**src/rtl/rv32_inst_encoder.sv**
```systemverilog
// RV32I instruction assembler: packs decoded fields into 32-bit words and streams them out through a 2-entry FIFO.
// Optional macro ENC_RANGE_CHECK_EN additionally flags immediates that do not fit their format.
module rv32_inst_encoder #(
    parameter int                ADDR_W    = 32,
    parameter logic [ADDR_W-1:0] BASE_ADDR = '0
) (
    input  logic              clk,
    input  logic              rst,
    input  logic              flush,
    input  logic              in_valid,
    output logic              in_ready,
    input  logic [2:0]        in_fmt,
    input  logic [6:0]        in_opcode,
    input  logic [4:0]        in_rd,
    input  logic [4:0]        in_rs1,
    input  logic [4:0]        in_rs2,
    input  logic [2:0]        in_funct3,
    input  logic [6:0]        in_funct7,
    input  logic [31:0]       in_imm,
    output logic              out_valid,
    input  logic              out_ready,
    output logic [31:0]       out_inst,
    output logic [ADDR_W-1:0] out_addr,
    output logic              out_err,
    output logic [31:0]       count
);

    localparam logic [2:0] FMT_R = 3'd0;
    localparam logic [2:0] FMT_I = 3'd1;
    localparam logic [2:0] FMT_S = 3'd2;
    localparam logic [2:0] FMT_B = 3'd3;
    localparam logic [2:0] FMT_U = 3'd4;
    localparam logic [2:0] FMT_J = 3'd5;

    logic [31:0]       enc_inst;
    logic              enc_err;
    logic              range_bad;

    logic [31:0]       mem_inst [2];
    logic [ADDR_W-1:0] mem_addr [2];
    logic              mem_err  [2];
    logic [1:0]        occ;
    logic              wr_ptr;
    logic              rd_ptr;
    logic [ADDR_W-1:0] addr_cnt;
    logic              push;
    logic              pop;

    always_comb begin
        enc_inst = 32'h0000_0000;
        enc_err  = 1'b0;
        case (in_fmt)
            FMT_R: enc_inst = {in_funct7, in_rs2, in_rs1, in_funct3, in_rd, in_opcode};
            FMT_I: enc_inst = {in_imm[11:0], in_rs1, in_funct3, in_rd, in_opcode};
            FMT_S: enc_inst = {in_imm[11:5], in_rs2, in_rs1, in_funct3, in_imm[4:0], in_opcode};
            FMT_B: enc_inst = {in_imm[12], in_imm[10:5], in_rs2, in_rs1, in_funct3,
                               in_imm[4:1], in_imm[11], in_opcode};
            FMT_U: enc_inst = {in_imm[31:12], in_rd, in_opcode};
            FMT_J: enc_inst = {in_imm[20], in_imm[10:1], in_imm[11], in_imm[19:12], in_rd, in_opcode};
            default: enc_err = 1'b1;
        endcase
        enc_err = enc_err | range_bad;
    end

`ifdef ENC_RANGE_CHECK_EN
    // A value fits N signed bits when every bit above bit N-1 equals the sign bit.
    always_comb begin
        range_bad = 1'b0;
        case (in_fmt)
            FMT_I, FMT_S: range_bad = ~(&in_imm[31:11] | ~|in_imm[31:11]);
            FMT_B:        range_bad = ~(&in_imm[31:12] | ~|in_imm[31:12]) | in_imm[0];
            FMT_J:        range_bad = ~(&in_imm[31:20] | ~|in_imm[31:20]) | in_imm[0];
            FMT_U:        range_bad = |in_imm[11:0];
            default:      range_bad = 1'b0;
        endcase
    end
`else
    assign range_bad = 1'b0;
`endif

    // Ready depends only on registered occupancy, never on out_ready.
    assign in_ready  = (occ != 2'd2);
    assign out_valid = (occ != 2'd0);
    assign push      = in_valid & in_ready & ~flush;
    assign pop       = out_valid & out_ready;

    assign out_inst = mem_inst[rd_ptr];
    assign out_addr = mem_addr[rd_ptr];
    assign out_err  = mem_err[rd_ptr];

    always_ff @(posedge clk or posedge rst) begin
        if (rst) begin
            for (int i = 0; i < 2; i++) begin
                mem_inst[i] <= 32'h0000_0000;
                mem_addr[i] <= BASE_ADDR;
                mem_err[i]  <= 1'b0;
            end
            occ      <= 2'd0;
            wr_ptr   <= 1'b0;
            rd_ptr   <= 1'b0;
            addr_cnt <= BASE_ADDR;
            count    <= 32'd0;
        end else if (flush) begin
            occ      <= 2'd0;
            wr_ptr   <= 1'b0;
            rd_ptr   <= 1'b0;
            addr_cnt <= BASE_ADDR;
            count    <= 32'd0;
        end else begin
            if (push) begin
                mem_inst[wr_ptr] <= enc_inst;
                mem_addr[wr_ptr] <= addr_cnt;
                mem_err[wr_ptr]  <= enc_err;
                wr_ptr           <= ~wr_ptr;
                addr_cnt         <= addr_cnt + ADDR_W'(4);
                count            <= count + 32'd1;
            end
            if (pop) begin
                rd_ptr <= ~rd_ptr;
            end
            case ({push, pop})
                2'b10:   occ <= occ + 2'd1;
                2'b01:   occ <= occ - 2'd1;
                default: occ <= occ;
            endcase
        end
    end

endmodule

```
**config.mk**
```make
export PLATFORM = sky130hd
export DESIGN_NAME = rv32_inst_encoder
export DESIGN_NICKNAME = d
export VERILOG_FILES = /design/src/rtl/rv32_inst_encoder.sv
export SDC_FILE = /design/constraint.sdc
export NUM_CORES = 1
export LEC_CHECK = 0
export BUFFER_PORTS_ARGS = -buffer_cell sky130_fd_sc_hd__buf_2
export CAP_MARGIN = 25
export CORE_UTILIZATION = 40
export DETAILED_ROUTE_END_ITERATION = 7
export SYNTH_ARGS = -nofsm -noshare
export SYNTH_HDL_FRONTEND = slang
export SYNTH_SLANG_ARGS = --single-unit
export TNS_END_PERCENT = 50
```
**constraint.sdc**
```tcl
create_clock -name clk -period 11.7 [get_ports clk]
set_clock_uncertainty 0.15 [all_clocks]
set_input_delay 1.17 -clock clk [delete_from_list [all_inputs] [get_ports clk]]
set_output_delay 1.17 -clock clk [all_outputs]
set_load 0.05 [all_outputs]
```
Yosys cells after proc, flatten, opt, wreduce, memory -nomap -nowiden
Index checks and enable logic that the tools add are counted.

operators by class
  add/sub/neg operators = 4
  $lt $le $gt $ge = 3
  equal/unequal tests = 8
  mux-type cells = 28
  bitwise logic cells = 8
  reduce and logical (&&, ||, !) cells = 8

operator list
  kind                   number
  $mux 32                11
  $pmux 32 s6            1
  $bwmux 64              2
  $add 32x1->32 const B  1
  $add 32x3->32 const B  1
  $demux 32 s1           1
  $mux 1                 9
  $eq 3x2->1 const B     2
  $eq 3x3->1 const B     2
  $reduce_bool 2->1      3
  $reduce_or 6->1        1
  $ge 2x2->1 const B     2
  $not 1->2              2
  $pmux 2 s2             1
  $and 1x1->1            3
  $eq 3x1->1 const B     1
  $logic_not 3->1        1
  $not 1->1              3
  $reduce_bool 3->1      1
  $add 2x1->2 const B    1
  $bwmux 2               1
  $eq 2x1->1 const B     1
  $eq 2x2->1 const B     1
  $lt 2x1->1 const B     1
  6 further kinds        6

word-level totals
  flip-flop bits (word level) = 198

Depth between registers and ports, before layout
Gate-level depths: netlist of the first run.

  word-level depth = 6
  depth in mapped cells = 8
  mapped depth without buffers = 5

Least setup slack after synthesis of the first run
Ideal clock, no wire load.

  path type = input to register
  from = in in_fmt[2]
  to = reg mem_inst[26] (netlist bit)
  data arrival time = 2.536 ns
  required time = 11.422 ns
  slack = 8.886 ns
  stages on the path = 7
  path buffers = 2
  path through = clkbuf_1 > buf_1 > mux2i_1 > nor2_1 > a21oi_1 > o21ai_0 > mux2_1

on the way
  cells in the longest elaborated chain, start to end = 3
  elaborated cells between the ends (all ways) = 8

RTL lines
  element                             RTL line  source
  start, declared                     12        input logic [2:0] in_fmt,
  $eq 3x3->1 (tied with other cells)  52        case (in_fmt)
  $pmux 32 s6 (*)                     52
  $bwmux 64 (*)                       111       mem_inst[wr_ptr] <= enc_inst;
  end signal, assigned by index       111
  end, declared                       39        logic [31:0] mem_inst [2];

Every way passes the cells marked *; elsewhere a longest branch is shown, timed or not.
A chain may end at the register's enable or synchronous reset.

Final worst setup path of the first run
  from = reg rd_ptr
  to = out out_inst[29]

on the way
  cells in the longest elaborated chain, start to end = 4

RTL lines
  element                                      RTL line  source
  start, declared                              44        logic rd_ptr;
  start signal, assigned                       119       rd_ptr <= ~rd_ptr;
  $not 1->2 (implied by the code)              87        assign out_inst = mem_inst[rd_ptr];
  $mux 32 (implied by the code) (3 in series)  87
  end, declared                                22        output logic [31:0] out_inst,

No other way between the ends. The select of a mux whose other input is x is not followed.

==> flow_metrics.tcl, run 1 <==
set metrics [dict create \
    status "finished, final reports clean" \
    post_cts_buffers 0 \
    dieArea_um2 23900 \
    grt_usage_pct 18.3 \
    vias_per_cell 5.09 \
    cts_buffers 17 \
    clock_latency_ns 0.43 \
    critPathArrivalTime_ns 2.19 \
    numPortBuffers 168 \
    endpoint "out_inst[29]" \
    hold_violations 0 \
    coreArea_um2 22700 \
    drt_iter0_drc 357 \
    multiInputGateArea_um2 4250 \
    start_kind "flop" \
    dp_hpwl_mm 13.6 \
    grt_pass1_vias 6742 \
    cp.buffers_inverters 2 \
    power.switching_uw 499 \
    path_clk_slew_ns 0.07 \
    rsz0062_at_grt "false" \
    crit_path_max_incr_delay_ns 0.70 \
    grt_first_pass_wirelength_mm 34.8 \
    dpl.cell_count 1330 \
    p_leak_nw 5.43 \
    p_int_mw 1.18 \
    seqPwrFrac_pct 44.9 \
    area_growth_syn_to_layout_pct 18.1 \
    synth_warnings 0 \
    cap_viol_max_count 0 \
    synth_commonest_cells "dfrtp_1 (192), nand2_1 (182), mux2_2 (71)" \
    dr.pass1.iters 4 \
    dpl_cell_area_um2 10300 \
    gr-total-overflow 0 \
    path_cells "buf_4, mux2_2, buf_2" \
    place.gp.congestion 0.738 \
    place_ws_ns 8.06 \
    ys.flop_type "dfrtp_1" \
    worst-slew-pin-transition_ns 0.953 \
    ff2ff_setup_slack_ns 9.11 \
    synth_area_leaders "dfrtp_1 (52%), mux2_2 (8.6%), nand2_1 (7.3%)" \
    fin_cells 1363 \
    wl_per_cell_um 15.5 \
    synthCells 930 \
    final_area_um2 11000 \
    cts_tree "built" \
    drc 0 \
    htree_num_levels 4 \
    min-delay-path-class "flop to flop" \
    relSlewSlack_pct 36.5 \
    cp-startpoint "rd_ptr" \
    wl_met1_mm 10.4 \
    clock-sinks 192 \
    power_mw 1.68 \
    start_util_pct 41.0 \
    syn_area_um2 9320 \
    r2r_cells 5 \
    cp_slowest_cell "buf_4" \
    seq_area_um2 4810 \
    synth_edf_count 0 \
    fmax_ghz 0.285 \
    antenna_found_initial 1 \
    r2r_start "occ[0]" \
    dr_total_vias 6937 \
    cp_top_family "buffers and inverters" \
    synth.avg_cell_area_um2 10.0 \
    r2r-end "mem_inst[9]" \
    wl_met3_um 921 \
    power.density_nw_per_um2 153 \
    fillers 2169 \
    fin_nets 1140 \
    path_class "flop to output pin" \
    cp_data_required_time_ns 10.38 \
    cts_buffer_depth 2 \
    post-route-period-util_pct 30.0 \
    cts_root_buf "clkbuf_16" \
    end_kind "output pin" \
    ys_ff_latch 192 \
    final_util_pct 48.4 \
    p_sw_share_pct 29.7 \
    crit_cells 3 \
    setup_viol 0 \
    drive_gt1_share_pct 27.4 \
    met2_length_mm 9.58 \
    peakVddDrop_v 0.0000945 \
    synth_top_area_share_pct 51.6 \
    path_max_fanout 64 \
    holdWs_ns 0.317 \
    finalCriticalPeriod_ns 3.51 \
    grt_max_degree 120 \
    worst_slack_ns 8.19 \
    synth_most_common_cell "dfrtp_1" \
    pwr-share-clk_pct 36.5 \
    ys_seq_area_share_pct 51.6 \
    combPwrFrac_pct 18.6 \
    drv_slew 0 \
    die_w_um 155 \
    row_count 55 \
    synth_cell_types 51 \
    routed_wl_mm 21.1 \
    die_y_um 155 \
    top_layer_used "met4" \
    yosys.area.top_type "dfrtp_1" \
    hold_buffers 0 \
    async_flop_share_pct 100 \
    ant_nets 0 \
    post_cts_resized 0 \
    boundaryPins 171 \
    setup_tns_ns 0 \
]
[state kept, by name, summed over array words and instances (netlist names)]
signal / count
mem_addr: 60
mem_inst: 64
rd_ptr: 1
addr_cnt: 30
mem_err: 2
count: 32
occ: 2
wr_ptr: 1
[final cells by class]
type	instances	share of cell area, %
sequential	192	43.7
tap	285	3.24
clock inverter	12	1.66
timing repair buffer	176	8.55
antenna	1	0.0227
multi-input combinational	673	38.7
inverter	6	0.273
clock buffer	18	3.90
[how the worst min path moves through the flow]
stage | endpoint | depth (start not counted) | startpoint
after floorplan | mem_addr[31] | 2 | mem_addr[31]
after global routing | mem_addr[5] | 2 | mem_addr[5]
after detailed placement | mem_addr[20] | 2 | mem_addr[20]
final | mem_addr[20] | 2 | mem_addr[20]
after CTS | mem_addr[20] | 2 | mem_addr[20]
after global placement | mem_addr[9] | 2 | mem_addr[9]
[worst reg2reg max path: cells and delay by family (launching register included)]
family | cells | cell delay (ns)
compound gates | 1 | 0.26
buf+inv | 1 | 0.68
flops | 1 | 0.43
simple gates | 3 | 0.90
[power groups by stage]
stage | combinational [mW] | sequential [mW] | clock, mW
6_report | 0.312 | 0.753 | 0.613
5_1_grt | 0.338 | 0.762 | 0.655
3_3_place_gp | 0.308 | 0.764 | 0
3_5_place_dp | 0.312 | 0.766 | 0
2_1_floorplan | 0.247 | 0.760 | 0
4_1_cts | 0.313 | 0.754 | 0.629
[logic make-up after synthesis]
logic type,after synthesis,synth area share [%]
buffers and inverters,66,2.94
adder cells (fa/ha/maj),2,0.268
flip-flops,192,51.6
other,1,0.0402
AO/OA/AOI/OAI,125,7.04
AND/OR/NAND/NOR,384,20.2
XOR/XNOR,48,4.51
multiplexers,112,13.5
[layer usage]
| metal | vias up | GRT usage [%] |
|---|---|---|
| met1 | 3324 | 25.6 |
| met5 | - | 0 |
| met3 | 11 | 3.89 |
| met4 | 0 | 4.29 |
| met2 | 156 | 29.0 |
| li1 | 3446 | - |
[placed cells by master (no fill, tap or decap), types with 21 or more instances in the layout]
cell type and n:
mux2_2 71, nor2_1 70, nand2_1 182, nor2b_1 21, xnor2_1 25, xor2_1 23
o21ai_0 41, mux2_1 35, dfrtp_1 191, buf_2 168, a21oi_1 40, o21ai_1 32
Power figures use the tool's default switching activity.
==> run 2: changes to the inputs <==
clock period = 3.4 ns   (was 11.7 ns; I/O delays follow)
==> flow_metrics.tcl, run 2 (same netlist as run 1, synthesis figures left out) <==
set metrics [dict create \
    status "finished, final reports clean" \
    regMostFlops "mem_inst" \
    top_layer_used "met4" \
    cts_root_buf "clkbuf_16" \
    path_cells "nand2b_1, and2_1, nand3b_1, buf_4, nand2_1, nand2_1" \
    cap_viol_max_count 0 \
    cts_buffers 17 \
    crit_path_max_incr_delay_ns 0.64 \
    endpoint "mem_addr[2]" \
    dr_total_vias 7050 \
    clock_latency_ns 0.44 \
    reg_top3 "mem_inst (64), mem_addr (60), count (32)" \
    drc 0 \
    numPortBuffers 168 \
    worst-slew-pin-transition_ns 0.823 \
    r2r_start "occ[0]" \
    ff2ff_setup_slack_ns 0.78 \
    critPathArrivalTime_ns 2.81 \
    place.gp.congestion 0.764 \
    num_antenna_cells 0 \
    die_w_um 155 \
    wl_met1_mm 10.7 \
    cp-startpoint "occ[0]" \
    wl_met3_um 935 \
    setup_tns_ns 0 \
    post_cts_buffers 0 \
    dr.pass1.iters 4 \
    drive_gt1_share_pct 28.0 \
    cp_top_family "simple AND/OR/NAND/NOR gates" \
    r2r-end "mem_addr[2]" \
    ant_nets 0 \
    grt_pass1_vias 6788 \
    cts_buffer_depth 2 \
    holdWs_ns 0.0160 \
    dp_hpwl_mm 14.7 \
    cp_data_required_time_ns 3.58 \
    largest_register_ffs 64 \
    fin_nets 1153 \
    routed_wl_mm 21.5 \
    coreArea_um2 22700 \
    setup_viol 0 \
    path_max_fanout 15 \
    finalCriticalPeriod_ns 2.62 \
    vias_per_cell 5.12 \
    end_kind "flop" \
    wl_per_cell_um 15.6 \
    cp_slowest_cell "nand3b_1" \
    peakVddDrop_v 0.000325 \
    htree_num_levels 4 \
    min-delay-path-class "primary input to flop" \
    relSlewSlack_pct 45.0 \
    grt_usage_pct 18.8 \
    grt_max_degree 71 \
    grt_first_pass_wirelength_mm 35.6 \
    cp.buffers_inverters 1 \
    drt_iter0_drc 302 \
    place_ws_ns 0.767 \
    antenna_found_initial 0 \
    power.density_nw_per_um2 506 \
    rsz0062_at_grt "false" \
    r2r_cells 6 \
    clock-sinks 192 \
    row_count 55 \
    area_growth_syn_to_layout_pct 19.2 \
    fillers 2145 \
    start_util_pct 41.0 \
    most-common-layout-cells "dfrtp_1 (191), nand2_1 (182), buf_2 (168), mux2_2 (71), nor2_1 (70)" \
    start_kind "flop" \
    p_leak_nw 5.49 \
    gr-total-overflow 0 \
    post_cts_resized 0 \
    cts_tree "built" \
    cp_common_cell "nand2_1" \
    final_common_cell "dfrtp_1" \
    worst_slack_ns 0.775 \
    post-route-period-util_pct 77.2 \
    met2_length_mm 9.66 \
    dieArea_um2 23900 \
    path_class "flop to flop" \
    boundaryPins 171 \
    drv_slew 0 \
    hold_violations 0 \
    die_y_um 155 \
    crit_cells 6 \
    fmax_ghz 0.381 \
    path_clk_slew_ns 0.08 \
]
==> run 2: final cells by class <==
| class | count | area (µm²) | area share, % |
|---|---|---|---|
| Sequential cell | 192 | 4810 | 43.2 |
| Multi-Input combinational cell | 673 | 4250 | 38.3 |
| Timing Repair Buffer | 189 | 1100 | 9.89 |
| Clock buffer | 17 | 425 | 3.83 |
| Tap cell | 285 | 357 | 3.21 |
| Clock inverter | 15 | 145 | 1.31 |
| Inverter | 6 | 26.3 | 0.236 |
==> run 2: repair_timing <==
| item | CTS | global route |
|---|---|---|
| hold buffers | 5 | 0 |
| endpoints found under the hold margin | 40 | 0 |
| setup endpoints to repair | 0 | 0 |
==> run 2: worst reg2reg max path: stages (launching register included) <==
cell and delay, ns:
dfrtp_1 0.41, nand2b_1 0.34, and2_1 0.38, nand3b_1 0.64
buf_4 0.46, nand2_1 0.09, nand2_1 0.06
==> run 2: how the worst min path moves through the flow <==
| stage | start | endpoint | slack [ns] | depth (start not counted) |
|---|---|---|---|---|
| after floorplan | mem_addr[31] | mem_addr[31] | 0.29 | 2 |
| after global placement | mem_addr[22] | mem_addr[22] | 0.30 | 2 |
| after detailed placement | mem_addr[19] | mem_addr[19] | 0.31 | 2 |
| after CTS | in_opcode[4] | mem_inst[36] | 0.002 | 3 |
| after global routing | in_opcode[1] | mem_inst[33] | 0.02 | 3 |
| final | in_opcode[1] | mem_inst[33] | 0.02 | 3 |
==> run 2: routing by layer <==
| layer | vias up | GRT usage [%] |
|---|---|---|
| met2 | 153 | 29.0 |
| met5 | - | 0 |
| met3 | 19 | 3.42 |
| met1 | 3396 | 26.9 |
| li1 | 3482 | - |
| met4 | 0 | 5.66 |
==> run 2: through the flow <==
stage                     cell area [µm²]  total power, mW  util, %  std cells
after floorplan                      9330             3.47        -        931
after global placement              10500             3.72     46.1       1339
after detailed placement            10500             3.73     46.1       1339
after CTS                           11100             5.70     48.8       1376
after global routing                11100             5.90     48.9       1377
final                               11100             5.62     48.9       1377
==> run 2: where the power goes <==
part | switching, mW | total [mW] | internal (mW)
sequential | 0.113 | 2.60 | 2.49
combinational | 0.732 | 1.08 | 0.352
clock | 0.961 | 1.94 | 0.974
total | 1.81 | 5.62 | 3.82
==> run 3: changes to the inputs <==
ABC_AREA = 1   (was unset)
clock period = 2.2 ns   (was 3.4 ns; I/O delays follow)
==> flow_metrics.tcl, run 3 <==
set metrics [dict create \
    fin_cells 1915 \
    path_cells "buf_16, o21ai_0, buf_2" \
    relSlewSlack_pct 57.4 \
    fin_nets 1652 \
    synth_edf_count 0 \
    end_kind "output pin" \
    htree_num_levels 4 \
    place.gp.congestion 0.871 \
    drv_slew 0 \
    min_path_cells 5 \
    pwr-share-clk_pct 28.5 \
    path_max_fanout 92 \
    row_count 57 \
    p_sw_share_pct 38.9 \
    ys_ff_latch 192 \
    cap_viol_max_count 0 \
    clock-sinks 192 \
    antenna_found_initial 0 \
    routed_wl_mm 26.7 \
    ys.flop_type "dfrtp_1" \
    regMostFlops "mem_inst" \
    synth_cell_types 33 \
    boundaryPins 171 \
    gr-total-overflow 0 \
    fillers 2438 \
    grt_max_degree 113 \
    ant_nets 0 \
    area_growth_syn_to_layout_pct 22.9 \
    crit_path_max_incr_delay_ns 0.44 \
    cp_data_required_time_ns 1.83 \
    grt_usage_pct 22.1 \
    setup_viol 0 \
    post_cts_buffers 0 \
    ys_seq_area_share_pct 48.7 \
    grt_first_pass_wirelength_mm 45.5 \
    multiInputGateArea_um2 4330 \
    min-delay-path-class "primary input to flop" \
    cp_top_family "buffers and inverters" \
    reg_top3 "mem_inst (64), mem_addr (60), count (32)" \
    final_common_cell "nand2_1" \
    seq_area_um2 4810 \
    vias_per_cell 4.91 \
    path_class "flop to output pin" \
    final_util_pct 50.1 \
    yosys.area.top_type "dfrtp_1" \
    status "finished, final reports clean" \
    cp.buffers_inverters 2 \
    synth.avg_cell_area_um2 7.15 \
    num_antenna_cells 0 \
    dp_hpwl_mm 18.9 \
    r2r_start "count[0]" \
    worst-slew-pin-transition_ns 0.639 \
    cts_root_buf "clkbuf_16" \
    dieArea_um2 25300 \
    p_int_mw 6.74 \
    start_util_pct 40.7 \
    hold_violations 0 \
    ff2ff_setup_slack_ns 0.33 \
    critPathArrivalTime_ns 1.75 \
    dpl.cell_count 1839 \
    rsz0062_at_grt "false" \
    cts_tree "built" \
    synth_warnings 0 \
    synth_top_area_share_pct 48.7 \
    min_to "mem_inst[30]" \
    async_flop_share_pct 100 \
    peakVddDrop_v 0.000527 \
    drive_gt1_share_pct 15.3 \
    drc 0 \
    finalCriticalPeriod_ns 2.12 \
    combPwrFrac_pct 31.4 \
    synth_area_leaders "dfrtp_1 (49%), nand2_1 (21%), o21ai_0 (7.7%)" \
    synth_most_common_cell "nand2_1" \
    syn_area_um2 9880 \
    post-route-period-util_pct 96.5 \
    path_clk_slew_ns 0.07 \
    cts_buffers 17 \
    fmax_ghz 0.471 \
    synthCells 1381 \
    largest_register_ffs 64 \
    r2r-end "count[20]" \
    power.switching_mw 4.29 \
    grt_pass1_vias 9069 \
    clock_latency_ns 0.44 \
    r2r_cells 8 \
    dr_total_vias 9412 \
    seqPwrFrac_pct 40.1 \
    cts_buffer_depth 2 \
    die_w_um 159 \
    numPortBuffers 168 \
    p_leak_nw 6.06 \
    hp-start "in_imm[10]" \
    start_kind "flop" \
    cp_slowest_cell "dfrtp_2" \
    power.density_nw_per_um2 909 \
    drt_iter0_drc 657 \
    die_y_um 159 \
    power_mw 11.0 \
    dr.pass1.iters 5 \
    wl_per_cell_um 13.9 \
    coreArea_um2 24200 \
    most-common-layout-cells "nand2_1 (562), dfrtp_1 (191), buf_2 (168), o21ai_0 (152), nor2_1 (129)" \
    synth_commonest_cells "nand2_1 (562), dfrtp_1 (192), o21ai_0 (152)" \
]
-- run 3: worst reg2reg max path, delay by kind of cell, from the launching register on --
family	cells	cell delay (ns)
adder cells (fa/ha/maj)	1	0.21
flip-flops	1	0.43
AND/OR/NAND/NOR	7	0.97
-- run 3: area by class of cell --
type / instances / share of cell area [%]
multi-input cells: 1010 / 35.7
clock inverters: 14 / 1.28
repair buffers: 232 / 12.6
clock buffers: 18 / 3.62
flip-flops and latches: 192 / 39.6
inverters: 125 / 3.92
well taps: 324 / 3.34
-- run 3: through the flow --
step	cell area [µm²]	setup slack, ns	hold WS, ns	TNS (ns)
floorplan	9880	-0.646	0.143	-124.28
global placement	11100	0.359	0.210	0
detailed placement	11100	0.314	0.209	0
CTS	12100	0.0817	0.00187	0
global route	12100	0.00796	0.0339	0
finish	12100	0.0773	0.0130	0
-- run 3: kinds of logic after synthesis --
group	after synthesis	share of synthesized area, %
AOI/OAI and AO/OA	186	9.69
xor gates and xnor gates	1	0.0887
adders and majority gates	2	0.253
buffers and inverters	180	7.55
DFF	192	48.7
other	1	0.0380
and+or+nand+nor	819	33.7
-- run 3: how the worst max path moves through the flow --
stage	endpoint	depth (start not counted)	from
after global routing	out_inst[6]	4	rd_ptr
after global placement	count[20]	8	count[0]
final	out_inst[6]	3	rd_ptr
after detailed placement	count[20]	8	count[0]
after floorplan	addr_cnt[10]	1	rst
after CTS	out_inst[6]	4	rd_ptr
-- run 3: timing repair --
action	CTS	global route
hold buffers	44	0
endpoints found under the hold margin	241	0
gates cloned	0	0
gates resized for setup	1	1
endpoints found under the setup margin	25	1
-- run 3: power groups by stage --
| stage | clock [mW] | combinational [mW] | sequential (mW) |
|---|---|---|---|
| after floorplan | 0 | 2.54 | 4.44 |
| after global placement | 0 | 3.37 | 4.48 |
| after detailed placement | 0 | 3.40 | 4.49 |
| after CTS | 3.23 | 3.49 | 4.42 |
| after global routing | 3.36 | 3.78 | 4.50 |
| final | 3.14 | 3.46 | 4.43 |
-- run 3: layer usage --
layer  wire length, µm  global-route usage, %
met1             12600                   30.7
met2             12300                   35.4
met3              1310                   3.67
met4               433                   6.42
met5                 0                      0
